File: config.mk
export PLATFORM = sky130hd
export DESIGN_NAME = uart_msg_gen_flat
export DESIGN_NICKNAME = d
export VERILOG_FILES = /design/src/rtl/uart_msg_gen_if.sv /design/src/rtl/uart_msg_gen.sv /design/src/flat_wrapper.sv
export SDC_FILE = /design/constraint.sdc
export NUM_CORES = 1
export LEC_CHECK = 0
export BUFFER_PORTS_ARGS = -buffer_cell sky130_fd_sc_hd__buf_2
export CORE_ASPECT_RATIO = 1.2
export CORE_MARGIN = 8
export CORE_UTILIZATION = 55
export DETAILED_ROUTE_END_ITERATION = 16
export PLACE_DENSITY_LB_ADDON = 0.3
export REMOVE_ABC_BUFFERS = 1
export SETUP_SLACK_MARGIN = 0.4
export SLEW_MARGIN = 20
export SYNTH_ARGS = -nofsm -noshare
export SYNTH_HDL_FRONTEND = slang
export SYNTH_HIERARCHICAL = 1
export SYNTH_SLANG_ARGS = --single-unit
export TNS_END_PERCENT = 1
File: constraint.sdc
create_clock -name clk -period 2.9 [get_ports clk]
set_input_delay 0.58 -clock clk [delete_from_list [all_inputs] [get_ports clk]]
set_output_delay 0.58 -clock clk [all_outputs]
set_load 0.01 [all_outputs]
File: src/rtl/uart_msg_gen_if.sv
// Start/value request and byte-stream handshake between rate control, uart_msg_gen and the UART TX.
// master = message generator side, slave = requester / transmitter side.
interface uart_msg_gen_if #(
  parameter int VAL_W = 16
);
  logic             iSTART;
  logic [VAL_W-1:0] iVALUE;
  logic             iTX_READY;
  logic             oTX_VALID;
  logic [7:0]       oTX_DATA;
  logic             oBUSY;
  logic             oDONE;

  modport master (
    input  iSTART, iVALUE, iTX_READY,
    output oTX_VALID, oTX_DATA, oBUSY, oDONE
  );

  modport slave (
    output iSTART, iVALUE, iTX_READY,
    input  oTX_VALID, oTX_DATA, oBUSY, oDONE
  );
endinterface

File: src/rtl/uart_msg_gen.sv
// Converts a captured binary value to decimal and streams "rate:<digits><EOL>" over valid/ready.
// Optional macro LEAD_ZERO_SUPPRESS_EN: skip leading '0' digits (least significant digit always sent).

// Per-digit double-dabble correction: add 3 to a nibble >= 5 before the shift.
module uart_msg_gen_dd (
  input  logic [3:0] nib,
  output logic [3:0] adj
);
  assign adj = (nib >= 4'd5) ? nib + 4'd3 : nib;
endmodule

module uart_msg_gen #(
  parameter int         VAL_W      = 16,
  parameter int         NUM_DIGITS = 5,
  parameter logic [7:0] EOL_CHAR   = 8'h0A,
  parameter logic [7:0] IDLE_DATA  = 8'hFF
) (
  input logic clk,
  input logic reset,
  uart_msg_gen_if.master bus
);
  localparam int LAST = 5 + NUM_DIGITS;
  localparam int IDXW = $clog2(LAST + 1);
  localparam int CW   = $clog2(VAL_W + 1);
  localparam int BW   = NUM_DIGITS * 4;
  localparam logic [IDXW-1:0] LAST_IDX = IDXW'(LAST);
  localparam logic [IDXW-1:0] PRE_LAST = IDXW'(4);
  localparam logic [CW-1:0]   CNT_LAST = CW'(VAL_W - 1);

  function automatic logic [63:0] pow10(input int n);
    logic [63:0] r;
    r = 64'd1;
    for (int i = 0; i < n; i++) r = r * 64'd10;
    return r;
  endfunction

  localparam logic [63:0] POW10 = pow10(NUM_DIGITS);
  localparam logic [63:0] MAXV  = (64'd1 << VAL_W) - 64'd1;

  typedef enum logic [2:0] {IDLE, CONVERT, PREFIX, DIGITS, EOL, DONE} state_t;

  state_t                       state, stateN;
  logic [VAL_W-1:0]             valReg, valN;
  logic [NUM_DIGITS-1:0][3:0]   bcd, bcdN, bcdAdj;
  logic [BW-1:0]                adjFlat;
  logic [CW-1:0]                bitCnt, bitCntN;
  logic [IDXW-1:0]              byteIdx, idxN, nextIdx, firstDig;
  logic                         txValid, vldN;
  logic [7:0]                   txData, dataN;

  for (genvar g = 0; g < NUM_DIGITS; g++) begin : gDd
    uart_msg_gen_dd uDd (.nib(bcd[g]), .adj(bcdAdj[g]));
  end
  assign adjFlat = bcdAdj;

  // Byte at a message index: 0..4 prefix, then digits MS first, then EOL.
  function automatic logic [7:0] byteOf(input logic [IDXW-1:0] idx,
                                        input logic [NUM_DIGITS-1:0][3:0] b);
    logic [7:0] r;
    r = EOL_CHAR;
    case (int'(idx))
      0: r = 8'h72;
      1: r = 8'h61;
      2: r = 8'h74;
      3: r = 8'h65;
      4: r = 8'h3A;
      default: ;
    endcase
    for (int d = 0; d < NUM_DIGITS; d++)
      if (int'(idx) == 5 + d) r = 8'h30 + {4'h0, b[NUM_DIGITS-1-d]};
    return r;
  endfunction

  function automatic state_t phaseOf(input logic [IDXW-1:0] idx);
    if (idx <= PRE_LAST)     return PREFIX;
    else if (idx < LAST_IDX) return DIGITS;
    else                     return EOL;
  endfunction

  // Index of the first digit sent after the prefix.
  always_comb begin
    firstDig = IDXW'(5);
`ifdef LEAD_ZERO_SUPPRESS_EN
    firstDig = LAST_IDX - IDXW'(1);
    for (int d = NUM_DIGITS - 2; d >= 0; d--)
      if (bcd[NUM_DIGITS-1-d] != 4'h0) firstDig = IDXW'(5 + d);
`endif
  end

  always_comb begin
    if (byteIdx == PRE_LAST)      nextIdx = firstDig;
    else if (byteIdx >= LAST_IDX) nextIdx = LAST_IDX;
    else                          nextIdx = byteIdx + IDXW'(1);
  end

  always_comb begin
    stateN  = state;
    valN    = valReg;
    bcdN    = bcd;
    bitCntN = bitCnt;
    idxN    = byteIdx;
    vldN    = txValid;
    dataN   = txData;
    case (state)
      IDLE: if (bus.iSTART) begin
        valN    = bus.iVALUE;
        bcdN    = '0;
        bitCntN = '0;
        idxN    = '0;
        stateN  = CONVERT;
      end
      CONVERT: begin
        bcdN = BW'({adjFlat, valReg[VAL_W-1]});
        valN = valReg << 1;
        if (bitCnt == CNT_LAST) stateN = PREFIX;
        else                    bitCntN = bitCnt + CW'(1);
      end
      PREFIX, DIGITS, EOL: begin
        // First byte loads from the idle bus; later ones replace the byte just transferred.
        if (!txValid) begin
          vldN  = 1'b1;
          dataN = byteOf(byteIdx, bcd);
        end else if (bus.iTX_READY) begin
          if (byteIdx == LAST_IDX) begin
            vldN   = 1'b0;
            dataN  = IDLE_DATA;
            stateN = DONE;
          end else begin
            idxN   = nextIdx;
            dataN  = byteOf(nextIdx, bcd);
            stateN = phaseOf(nextIdx);
          end
        end
      end
      DONE:    stateN = IDLE;
      default: stateN = IDLE;
    endcase
  end

  always_ff @(posedge clk or posedge reset) begin
    if (reset) begin
      state   <= IDLE;
      valReg  <= '0;
      bcd     <= '0;
      bitCnt  <= '0;
      byteIdx <= '0;
      txValid <= 1'b0;
      txData  <= IDLE_DATA;
    end else begin
      state   <= stateN;
      valReg  <= valN;
      bcd     <= bcdN;
      bitCnt  <= bitCntN;
      byteIdx <= idxN;
      txValid <= vldN;
      txData  <= dataN;
    end
  end

  assign bus.oTX_VALID = txValid;
  assign bus.oTX_DATA  = txData;
  assign bus.oBUSY     = (state != IDLE);
  assign bus.oDONE     = (state == DONE);

`ifndef SYNTHESIS
  a_digits_fit: assert property (@(posedge clk) POW10 > MAXV);
`endif
endmodule

File: src/flat_wrapper.sv
// flat-port wrapper written by rule: the top's interface ports become plain ports
module uart_msg_gen_flat 
#(
  parameter int         VAL_W      = 16,
  parameter int         NUM_DIGITS = 5,
  parameter logic [7:0] EOL_CHAR   = 8'h0A,
  parameter logic [7:0] IDLE_DATA  = 8'hFF
)
  (clk, reset, bus_iSTART, bus_iVALUE, bus_iTX_READY, bus_oTX_VALID, bus_oTX_DATA, bus_oBUSY, bus_oDONE);
  uart_msg_gen_if #(.VAL_W(VAL_W)) bus_i ();
  input logic clk;
  input logic reset;
  input wire logic [$bits(bus_i.iSTART)-1:0] bus_iSTART;
  input wire logic [$bits(bus_i.iVALUE)-1:0] bus_iVALUE;
  input wire logic [$bits(bus_i.iTX_READY)-1:0] bus_iTX_READY;
  output wire logic [$bits(bus_i.oTX_VALID)-1:0] bus_oTX_VALID;
  output wire logic [$bits(bus_i.oTX_DATA)-1:0] bus_oTX_DATA;
  output wire logic [$bits(bus_i.oBUSY)-1:0] bus_oBUSY;
  output wire logic [$bits(bus_i.oDONE)-1:0] bus_oDONE;
  assign bus_i.iSTART = bus_iSTART;
  assign bus_i.iVALUE = bus_iVALUE;
  assign bus_i.iTX_READY = bus_iTX_READY;
  assign bus_oTX_VALID = bus_i.oTX_VALID;
  assign bus_oTX_DATA = bus_i.oTX_DATA;
  assign bus_oBUSY = bus_i.oBUSY;
  assign bus_oDONE = bus_i.oDONE;
  uart_msg_gen #(.VAL_W(VAL_W), .NUM_DIGITS(NUM_DIGITS), .EOL_CHAR(EOL_CHAR), .IDLE_DATA(IDLE_DATA)) u_core (.clk(clk), .reset(reset), .bus(bus_i));
endmodule
# Word level (Yosys, flattened, before mapping)

Index checks and enable logic that the tools add are counted.

Add/subtract/negate cells: 12
Order comparisons: 8
Eq/ne operators: 32
Muxes and demuxes: 45
Reduce and logical (&&, ||, !) cells: 12

Operator list:

| kind                | count |
|---|---|
| $mux 8              | 13 |
| $pmux 7 s5          | 2 |
| $eq 4x4->1 const B  | 11 |
| $mux 4              | 10 |
| $pmux 20 s2         | 1 |
| $add 6x4->7 const A | 5 |
| $pmux 16 s2         | 1 |
| $mux 3              | 8 |
| $ge 4x3->1 const B  | 5 |
| $mux 20             | 1 |
| $add 4x2->4 const B | 4 |
| $eq 4x2->1 const B  | 4 |
| $mux 16             | 1 |
| $mux 5              | 2 |
| $ne 2x2->1 const B  | 5 |
| $pmux 5 s2          | 1 |
| $pmux 3 s3          | 1 |
| $eq 4x1->1 const B  | 2 |
| $eq 4x3->1 const B  | 2 |
| $logic_not 4->1     | 2 |
| $pmux 4 s2          | 1 |
| $eq 3x2->1 const B  | 2 |
| $eq 3x3->1 const B  | 2 |
| $add 5x1->5 const B | 1 |
| 17 further kinds    | 22 |

Flip-flop bits (word level): 57
Input bits: 20
Output and inout port bits: 11
Word-level logic and storage cells: 120

# Depth between registers and ports, before layout

Gate-level depths: netlist (run 1).

Depth after elaboration: 13
Depth in mapped cells: 12
Gate-level depth less buffers: 8

# Cells and area by module

The synthesis (run 1) kept the hierarchy.

By module, submodules not included:

| module          | times used | cells an instance | area an instance (sq um) | sequential area each (sq um) |
|---|---|---|---|---|
| uart_msg_gen    | 1          | 375               | 3464.6                   | 1436.4 |
| uart_msg_gen_dd | 5          | 16                | 101.3                    | 0.0 |

# Worst setup path before layout (run 1)

Ideal clock, no wire load.

Path type: flip-flop to flip-flop
Start: register u_core.byteIdx[0]
End: register u_core.txData[1], in the netlist u_core/bus.oTX_DATA[1]
Library setup time: 0.088 ns
Arrival time: 2.532 ns
Data required time: 2.812 ns
Path slack: 0.280 ns
Stages on the path, launching flop included: 12
Buffers on the path: 3
Period minus slack after synthesis: 2.620 ns
Path through: dfrtp_1 buf_2 clkbuf_1 inv_1 ha_1 buf_2 or4_4 o22a_2 o22ai_1 o21ai_1 a221oi_2 a221oi_1

Longest elaborated chain between the ends: 13
Elaborated cells on any way between the ends: 40
Those cells by class: add/sub: 1; order compare: 1; eq/ne: 19; mux: 17; reduce/logical: 2

Ends and longest elaborated chain:

| element                                   | RTL line                               | text |
|---|---|---|
| from (decl)                               | uart_msg_gen.sv:47                     | `logic [IDXW-1:0] byteIdx, idxN, nextIdx, firstDig;` |
| from (signal assigned)                    | uart_msg_gen.sv:154                    | `byteIdx <= idxN;` |
| $add 4x1->4 or $ge 4x4->1 (tied branches) | uart_msg_gen.sv:93, uart_msg_gen.sv:92 |  |
| $mux 4                                    | uart_msg_gen.sv:92                     | `else if (byteIdx >= LAST_IDX) nextIdx = LAST_IDX;` |
| $mux 4                                    | uart_msg_gen.sv:91                     | `if (byteIdx == PRE_LAST) nextIdx = firstDig;` |
| $eq 4x3->1, or another cell as far along  | uart_msg_gen.sv:61                     | `case (int'(idx))` |
| $pmux 7 s5                                | uart_msg_gen.sv:61                     |  |
| $mux 8 (5 in series)                      | uart_msg_gen.sv:70                     | `if (int'(idx) == 5 + d) r = 8'h30 + {4'h0, b[NUM_DIGITS-1-d]};` |
| $mux 8                                    | uart_msg_gen.sv:124                    | `if (byteIdx == LAST_IDX) begin` |
| $mux 8                                    | uart_msg_gen.sv:123                    | `end else if (bus.iTX_READY) begin` |
| $mux 8 (*)                                | uart_msg_gen.sv:120                    | `if (!txValid) begin` |
| to (signal assigned)                      | uart_msg_gen.sv:156                    | `txData <= dataN;` |
| to (decl)                                 | uart_msg_gen.sv:49                     | `logic [7:0] txData, dataN;` |

Every way passes the cells marked *; elsewhere a longest branch is shown, timed or not. The select of a mux whose other input is x is not followed.
A chain may end at the register's enable or synchronous reset.

# Worst setup path after layout (run 1)

Start: register u_core.byteIdx[1]
End: register u_core.txData[4], in the netlist u_core/bus.oTX_DATA[4]

The elaborated chain is that of the path after synthesis.

==> impl_metrics.env, run 1 <==
export IMPL_synth_cells=451
export IMPL_ir_drop_v=0.000581
export IMPL_grt_pass1_wl_microns=16900
export IMPL_rsz0062_at_grt="yes"
export IMPL_fin_skew_ns=0.00606
export IMPL_slew_headroom=0.541
export IMPL_vias_per_cell=6.20
export IMPL_ff2ff_path_depth=8
export IMPL_syn_area_sq_mm=0.00395
export IMPL_die_w_microns=93.4
export IMPL_holdWs_ns=0.287
export IMPL_hp_class="input pin to async pin"
export IMPL_vias=3542
export IMPL_critPathCaptureType="register"
export IMPL_dr_first_iter_drc_count=256
export IMPL_fmax_mhz=405
export IMPL_hold_violations=0
export IMPL_power_mw=4.24
export IMPL_synthToLayoutAreaGrowth_pct=12.6
export IMPL_start_kind="register"
export IMPL_tightest_slew_ns=0.688
export IMPL_die_y_microns=109
export IMPL_start_util=0.556
export IMPL_crit_path_start="u_core/byteIdx[1]$_DFFE_PP0P_"
export IMPL_drive_gt1_frac=0.195
export IMPL_setup_ws_ns=0.433
export IMPL_antenna_found_initial=0
export IMPL_ant_nets=0
export IMPL_drv_cap=0
export IMPL_nets=512
export IMPL_dpl_cell_area_sq_mm=0.00419
export IMPL_clk_path_buf_depth=2
export IMPL_drt_total_wl_microns=10000
export IMPL_grt_overflow=0
export IMPL_path_class="register to register"
export IMPL_clkSlewWorstSetupHoldPaths_ns=0.07
export IMPL_worstPathMaxFanout=12
export IMPL_dpl_cell_count=555
export IMPL_htree_levels=3
export IMPL_finalNonFillerCells=571
export IMPL_cts_tree="built"
export IMPL_gp_congestion=0.919
export IMPL_r2r_end="u_core/bus.oTX_DATA[4]$_DFFE_PP1P_"
export IMPL_drc=0
export IMPL_finalCritPeriodShare=0.851
export IMPL_tns_ns=0
export IMPL_n_fill_cell=616
export IMPL_r2r_start="u_core/byteIdx[1]$_DFFE_PP0P_"
export IMPL_final_area_sq_mm=0.00445
export IMPL_num_rows=34
export IMPL_first_pass_iters=4
export IMPL_utilization=0.626
export IMPL_power_density_mw_per_mm2=954
export IMPL_post_place_ws_ns=0.332
export IMPL_post_drt_wl_per_cell_microns=17.5
export IMPL_grt_pass1_vias=3471
export IMPL_grt_use_total=0.208
export IMPL_required_ns=3.15
export IMPL_clock_latency_ns=0.34
export IMPL_io_pins=31
export IMPL_synth_area_per_cell_sq_um=8.76
export IMPL_status="completed"
export IMPL_min_period_ns=2.47
export IMPL_hpwl_microns=7200
export IMPL_cts_root_buf="clkbuf_8"
export IMPL_die_area_sq_mm=0.0102
export IMPL_cts_sinks=57
export IMPL_yosys_warnings=6
export IMPL_io_buffers=30
export IMPL_grt_max_degree=28
export IMPL_antennaDiodeCount=0
export IMPL_slew_viol_final=0
export IMPL_worst_ep_arrival_time_ns=2.72
export IMPL_crit_end="u_core/bus.oTX_DATA[4]$_DFFE_PP1P_"
export IMPL_p_leak_nw=2.03
export IMPL_rrSetupSlack_ns=0.43
export IMPL_fp_coreArea_sq_mm=0.00710
export IMPL_finalSetupViolations=0
export IMPL_numCtsBuffers=9
[sequential cells by signal (all words and copies together) (netlist names)]
signal and flops:
u_core/bcd 20, u_core/bitCnt 5, u_core/bus.oTX_DATA 8, u_core/bus.oTX_VALID 1, u_core/byteIdx 4, u_core/state 3
u_core/valReg 16
[per-layer routing]
layer,GRT usage,wire (microns)
met5,0,0
met4,0.136,269
met3,0.0310,577
met2,0.343,5090
met1,0.249,4070
[what timing repair did]
action | CTS | global route
resized for setup | 1 | 4
hold buffers | 0 | 0
buffers inserted | 0 | 0
setup endpoints to repair | 6 | 8
[cells in the final DEF, fill, tap and decap left out, types with 9 or more instances in the layout]
cell and instances:
a21oi_1 18, nor2_1 24, buf_2 30, a22o_1 22
o21ai_0 38, nor2b_1 9, ha_1 15, dfrtp_1 47
nand2_1 54, mux2i_1 22, clkbuf_8 10, nand2b_1 17
inv_1 22, buf_4 15
[cell type report]
| cell class | count | area, sq um | area share |
|---|---|---|---|
| multi-input combinational | 340 | 2300 | 0.518 |
| sequential | 57 | 1440 | 0.323 |
| timing repair buffer | 45 | 263 | 0.0591 |
| clock buffer | 10 | 138 | 0.0309 |
| tap | 90 | 113 | 0.0253 |
| clock inverter | 6 | 105 | 0.0236 |
| inverter | 23 | 86.3 | 0.0194 |
[worst min path at each step]
stage	startpoint	end	slack [ns]	depth (start not counted)
after global routing	reset	u_core/state[1]$_DFFE_PP0P_	0.34	2
after floorplan	u_core/bitCnt[4]$_DFFE_PP0P_	u_core/bitCnt[4]$_DFFE_PP0P_	0.45	2
after global placement	u_core/bus.oTX_DATA[7]$_DFFE_PP1P_	u_core/bus.oTX_DATA[7]$_DFFE_PP1P_	0.45	2
final	reset	u_core/state[1]$_DFFE_PP0P_	0.29	2
after CTS	reset	u_core/state[1]$_DFFE_PP0P_	0.29	2
after detailed placement	u_core/bus.oTX_DATA[7]$_DFFE_PP1P_	u_core/bus.oTX_DATA[7]$_DFFE_PP1P_	0.45	2
[worst max-delay path: stages, from the launching register on]
cell and delay, ns:
dfrtp_2 0.50, inv_1 0.15, ha_2 0.35, nor2b_1 0.22, nand3_1 0.27, inv_1 0.16, nor2_1 0.08, a2111oi_0 0.51
o31ai_1 0.14
[power breakdown]
part / leakage (nW) / total (mW) / internal (mW) / switching [mW]
logic: 1.17 / 1.99 / 0.822 / 1.17
clock network: 0.126 / 0.914 / 0.589 / 0.325
registers: 0.727 / 1.33 / 1.06 / 0.271
(Power assumes the default switching activity.)
==> inputs of run 2 (changes only) <==
--- a/config.mk
+++ b/config.mk
@@ -8,7 +8,7 @@
 export BUFFER_PORTS_ARGS = -buffer_cell sky130_fd_sc_hd__buf_2
 export CORE_ASPECT_RATIO = 1.2
 export CORE_MARGIN = 8
-export CORE_UTILIZATION = 55
+export CORE_UTILIZATION = 61
 export DETAILED_ROUTE_END_ITERATION = 16
 export PLACE_DENSITY_LB_ADDON = 0.3
 export REMOVE_ABC_BUFFERS = 1
==> impl_metrics.env, run 2 (synthesized netlist as in run 1, its figures left out) <==
export IMPL_status="completed"
export IMPL_clk_path_buf_depth=2
export IMPL_fmax_mhz=413
export IMPL_layout_common_cells="54 x nand2_1, 48 x dfrtp_1, 37 x o21ai_0, 30 x buf_2, 24 x nor2_1"
export IMPL_clkSlewWorstSetupHoldPaths_ns=0.07
export IMPL_finalCritPeriodShare=0.835
export IMPL_grt_overflow=0
export IMPL_largest_reg_flops=20
export IMPL_top_register="u_core/bcd"
export IMPL_dr_first_iter_drc_count=532
export IMPL_antennaDiodeCount=0
export IMPL_rsz0062_at_grt="yes"
export IMPL_finalSetupViolations=0
export IMPL_num_rows=32
export IMPL_cts_sinks=57
export IMPL_hpwl_microns=6840
export IMPL_numCtsBuffers=9
export IMPL_die_area_sq_mm=0.00932
export IMPL_post_place_ws_ns=0.355
export IMPL_io_pins=31
export IMPL_die_y_microns=104
export IMPL_n_fill_cell=477
export IMPL_ir_drop_v=0.000695
export IMPL_grt_pass1_vias=3431
export IMPL_drt_total_wl_microns=9840
export IMPL_cts_tree="built"
export IMPL_grt_use_total=0.218
export IMPL_drv_cap=0
export IMPL_drive_gt1_frac=0.189
export IMPL_post_drt_wl_per_cell_microns=17.5
export IMPL_first_pass_iters=7
export IMPL_ant_nets=0
export IMPL_drc=0
export IMPL_slew_viol_final=0
export IMPL_setup_ws_ns=0.479
export IMPL_min_period_ns=2.42
export IMPL_htree_levels=3
export IMPL_tightest_slew_ns=0.749
export IMPL_required_ns=3.14
export IMPL_die_w_microns=89.5
export IMPL_fp_coreArea_sq_mm=0.00637
export IMPL_worst_ep_arrival_time_ns=2.66
export IMPL_tns_ns=0
export IMPL_worstPathMaxFanout=12
export IMPL_gp_congestion=0.968
export IMPL_hp_class="input pin to async pin"
export IMPL_path_class="register to register"
export IMPL_synthToLayoutAreaGrowth_pct=11.2
export IMPL_io_buffers=30
export IMPL_grt_max_degree=32
export IMPL_start_kind="register"
export IMPL_critPathCaptureType="register"
export IMPL_fin_skew_ns=0.00936
export IMPL_vias=3577
export IMPL_power_density_mw_per_mm2=930
export IMPL_final_common_cell="nand2_1"
export IMPL_clock_latency_ns=0.35
export IMPL_start_util=0.621
export IMPL_grt_pass1_wl_microns=16100
export IMPL_antenna_found_initial=0
export IMPL_nets=508
export IMPL_slew_headroom=0.499
export IMPL_vias_per_cell=6.36
export IMPL_hold_violations=0
export IMPL_cts_root_buf="clkbuf_8"
export IMPL_p_leak_nw=1.99
[run 2: per-layer routing]
metal  part of all wire  global-route usage
met1               0.40               0.259
met2               0.50               0.343
met3              0.058              0.0466
met4              0.040               0.137
met5                  0                   0
[run 2: cell type report]
cell class	instances	area [sq um]	share of cell area
multi-input combinational	340	2310	0.527
sequential	57	1440	0.327
timing repair buffer	41	245	0.0558
clock buffer	10	138	0.0313
tap	85	106	0.0242
inverter	23	86.3	0.0197
clock inverter	6	66.3	0.0151
[run 2: per-stage QoR]
| stage | instances | total power, mW | utilization | area, sq um | hold slack, ns |
|---|---|---|---|---|---|
| after floorplan | 420 | 2.67 | - | 3800 | 0.449 |
| after global placement | 546 | 3.16 | 0.655 | 4170 | 0.446 |
| after detailed placement | 546 | 3.23 | 0.655 | 4170 | 0.450 |
| after CTS | 562 | 4.01 | 0.687 | 4370 | 0.316 |
| after global routing | 562 | 4.34 | 0.690 | 4390 | 0.350 |
| final | 562 | 4.09 | 0.690 | 4390 | 0.300 |
[run 2: worst paths after layout]
check,start,slack (ns),end,cells after the start
min,reset,0.30,u_core/valReg[15]$_DFFE_PP0P_,2
max in group asynchronous,reset,1.94,u_core/bus.oTX_DATA[5]$_DFFE_PP1P_,3
min reg2reg,u_core/bus.oTX_DATA[7]$_DFFE_PP1P_,0.46,u_core/bus.oTX_DATA[7]$_DFFE_PP1P_,2
max reg2reg,u_core/byteIdx[1]$_DFFE_PP0P_,0.48,u_core/bus.oTX_DATA[1]$_DFFE_PP1P_,8
min in group clk,u_core/bus.oTX_DATA[7]$_DFFE_PP1P_,0.46,u_core/bus.oTX_DATA[7]$_DFFE_PP1P_,2
max,u_core/byteIdx[1]$_DFFE_PP0P_,0.48,u_core/bus.oTX_DATA[1]$_DFFE_PP1P_,8
[run 2: timing repair]
| action | in CTS | in global routing |
|---|---|---|
| pin swaps | 0 | 0 |
| gates resized for setup | 1 | 6 |
| buffers inserted | 0 | 0 |
| setup endpoints to repair | 3 | 6 |
| hold buffers | 0 | 0 |
[run 2: critical path: stages (launching register included)]
cell	delay [ns]
dfrtp_2	0.49
inv_1	0.14
ha_2	0.35
or4_4	0.47
o22a_2	0.29
o22ai_1	0.17
o21ai_1	0.09
a221oi_2	0.24
a221oi_1	0.09
[run 2: where the power goes]
group | switching, mW | leakage, nW | internal, mW
registers | 0.252 | 0.729 | 1.06
clock network | 0.349 | 0.0949 | 0.421
logic | 1.19 | 1.16 | 0.808
total | 1.79 | 1.99 | 2.29
==> inputs of run 3 (changes only) <==
==> constraint.sdc (replaced) <==
create_clock -name clk -period 2.4 [get_ports clk]
set_input_delay 0.48 -clock clk [delete_from_list [all_inputs] [get_ports clk]]
set_output_delay 0.48 -clock clk [all_outputs]
set_load 0.01 [all_outputs]
==> impl_metrics.env, run 3 (synthesized netlist as in run 1, its figures left out) <==
export IMPL_pwr_share_seq=0.297
export IMPL_finalCritPeriodShare=0.889
export IMPL_post_drt_wl_per_cell_microns=17.4
export IMPL_fp_coreArea_sq_mm=0.00637
export IMPL_dr_first_iter_drc_count=314
export IMPL_htree_levels=3
export IMPL_final_common_cell="nand2_1"
export IMPL_nets=529
export IMPL_clkSlewWorstSetupHoldPaths_ns=0.07
export IMPL_slew_headroom=0.581
export IMPL_drv_cap=0
export IMPL_clock_latency_ns=0.34
export IMPL_vias_per_cell=6.28
export IMPL_p_int_mw=3.00
export IMPL_critPathBufInv=2
export IMPL_cts_root_buf="clkbuf_8"
export IMPL_drc=0
export IMPL_grt_use_total=0.234
export IMPL_critical_path_max_stage_delay_ns=0.41
export IMPL_cp_depth=8
export IMPL_antennaDiodeCount=0
export IMPL_worst_ep_arrival_time_ns=2.38
export IMPL_gp_congestion=0.964
export IMPL_swShare=0.422
export IMPL_io_buffers=30
export IMPL_largest_reg_flops=20
export IMPL_clk_path_buf_depth=2
export IMPL_path_delay_family="compound AO/OA/AOI/OAI gates"
export IMPL_die_area_sq_mm=0.00932
export IMPL_fin_skew_ns=0.00956
export IMPL_utilization=0.721
export IMPL_start_util=0.621
export IMPL_fmax_mhz=469
export IMPL_slew_viol_final=0
export IMPL_cp_cell_sequence="buf_6, ha_2, buf_4, nand2_1, nand4_1, a221o_1, a221oi_1, a21oi_1"
export IMPL_worstPathMaxFanout=14
export IMPL_num_rows=32
export IMPL_hp_class="input pin to async pin"
export IMPL_crit_slowest_cell="dfrtp_1"
export IMPL_cts_sinks=57
export IMPL_post_place_ws_ns=0.138
export IMPL_finalNonFillerCells=581
export IMPL_tightest_slew_ns=0.626
export IMPL_drive_gt1_frac=0.238
export IMPL_drt_total_wl_microns=10100
export IMPL_synthToLayoutAreaGrowth_pct=16.1
export IMPL_grt_overflow=0
export IMPL_numCtsBuffers=9
export IMPL_hold_violations=0
export IMPL_finalSetupViolations=0
export IMPL_grt_pass1_vias=3685
export IMPL_critPathCaptureType="register"
export IMPL_setup_ws_ns=0.267
export IMPL_vias=3647
export IMPL_grt_max_degree=34
export IMPL_pwr_share_comb=0.538
export IMPL_n_fill_cell=460
export IMPL_die_y_microns=104
export IMPL_layout_common_cells="54 x nand2_1, 49 x dfrtp_1, 38 x o21ai_0, 30 x buf_2, 30 x buf_4"
export IMPL_rsz0062_at_grt="yes"
export IMPL_ff2ff_path_depth=8
export IMPL_dpl_cell_count=566
export IMPL_io_pins=31
export IMPL_power_density_mw_per_mm2=1130
export IMPL_status="completed"
export IMPL_grt_pass1_wl_microns=17300
export IMPL_antenna_found_initial=0
export IMPL_min_period_ns=2.13
export IMPL_rrSetupSlack_ns=0.27
export IMPL_first_pass_iters=6
export IMPL_p_sw_mw=2.20
export IMPL_power_mw=5.20
export IMPL_ant_nets=0
export IMPL_p_leak_nw=2.10
export IMPL_pwr_share_clk=0.166
export IMPL_ir_drop_v=0.000699
export IMPL_start_kind="register"
export IMPL_cts_tree="built"
export IMPL_path_class="register to register"
export IMPL_die_w_microns=89.5
export IMPL_required_ns=2.65
export IMPL_hpwl_microns=7330
export IMPL_top_register="u_core/bcd"
-- run 3: final cells by class --
type / instances / area [sq um] / share of cell area
Sequential cell: 57 / 1440 / 0.313
Clock buffer: 10 / 138 / 0.0300
Timing Repair Buffer: 62 / 407 / 0.0886
Multi-Input combinational cell: 340 / 2370 / 0.516
Inverter: 23 / 86.3 / 0.0188
Clock inverter: 4 / 45.0 / 0.00982
Tap cell: 85 / 106 / 0.0232
-- run 3: power by group through the flow --
stage | sequential (mW) | combinational [mW] | clock (mW)
2_1_floorplan | 1.56 | 1.66 | 0
3_3_place_gp | 1.52 | 2.46 | 0
3_5_place_dp | 1.54 | 2.54 | 0
4_1_cts | 1.54 | 2.75 | 0.868
5_1_grt | 1.57 | 3.08 | 0.913
6_report | 1.54 | 2.79 | 0.860
-- run 3: layer usage --
layer  track usage  routed length [microns]  vias to the layer above
met5             0                        0                        -
met4         0.113                      278                        0
met3        0.0561                      566                       29
met2         0.379                     5180                      131
met1         0.279                     4080                     1763
li1              -                        -                     1724
-- run 3: worst register-to-register path, delay by kind of cell (launching register included) --
kind                       cells  cell delay (ns)
DFF                            1             0.41
buffers and inverters          2             0.35
AOI/OAI and AO/OA              3             0.67
adders and majority gates      1             0.21
and+or+nand+nor                2             0.41
-- run 3: final timing paths --
path / startpoint / end
max in group asynchronous: reset / u_core/bus.oTX_DATA[0]$_DFFE_PP1P_
hold reg to reg: u_core/bus.oTX_DATA[4]$_DFFE_PP1P_ / u_core/bus.oTX_DATA[4]$_DFFE_PP1P_
hold / removal: reset / u_core/valReg[6]$_DFFE_PP0P_
setup / recovery: u_core/byteIdx[1]$_DFFE_PP0P_ / u_core/bus.oTX_DATA[2]$_DFFE_PP1P_
min in group clk: bus_iVALUE[0] / u_core/valReg[0]$_DFFE_PP0P_
setup reg to reg: u_core/byteIdx[1]$_DFFE_PP0P_ / u_core/bus.oTX_DATA[2]$_DFFE_PP1P_
-- run 3: metrics by stage --
step	instance area [sq um]	setup TNS, ns	hold WS (ns)
floorplan	3800	-3.20	0.449
global placement	4320	0	0.449
detailed placement	4320	0	0.452
CTS	4580	0	0.192
global route	4590	0	0.224
finish	4590	0	0.188
-- run 3: repair_timing --
| action | 4_1_cts | 5_1_grt |
|---|---|---|
| resized for setup | 17 | 2 |
| pin swaps | 7 | 0 |
| hold buffers | 0 | 0 |
| setup endpoints to repair | 11 | 14 |
| endpoints found under the hold margin | 0 | 0 |
| buffers inserted | 1 | 0 |
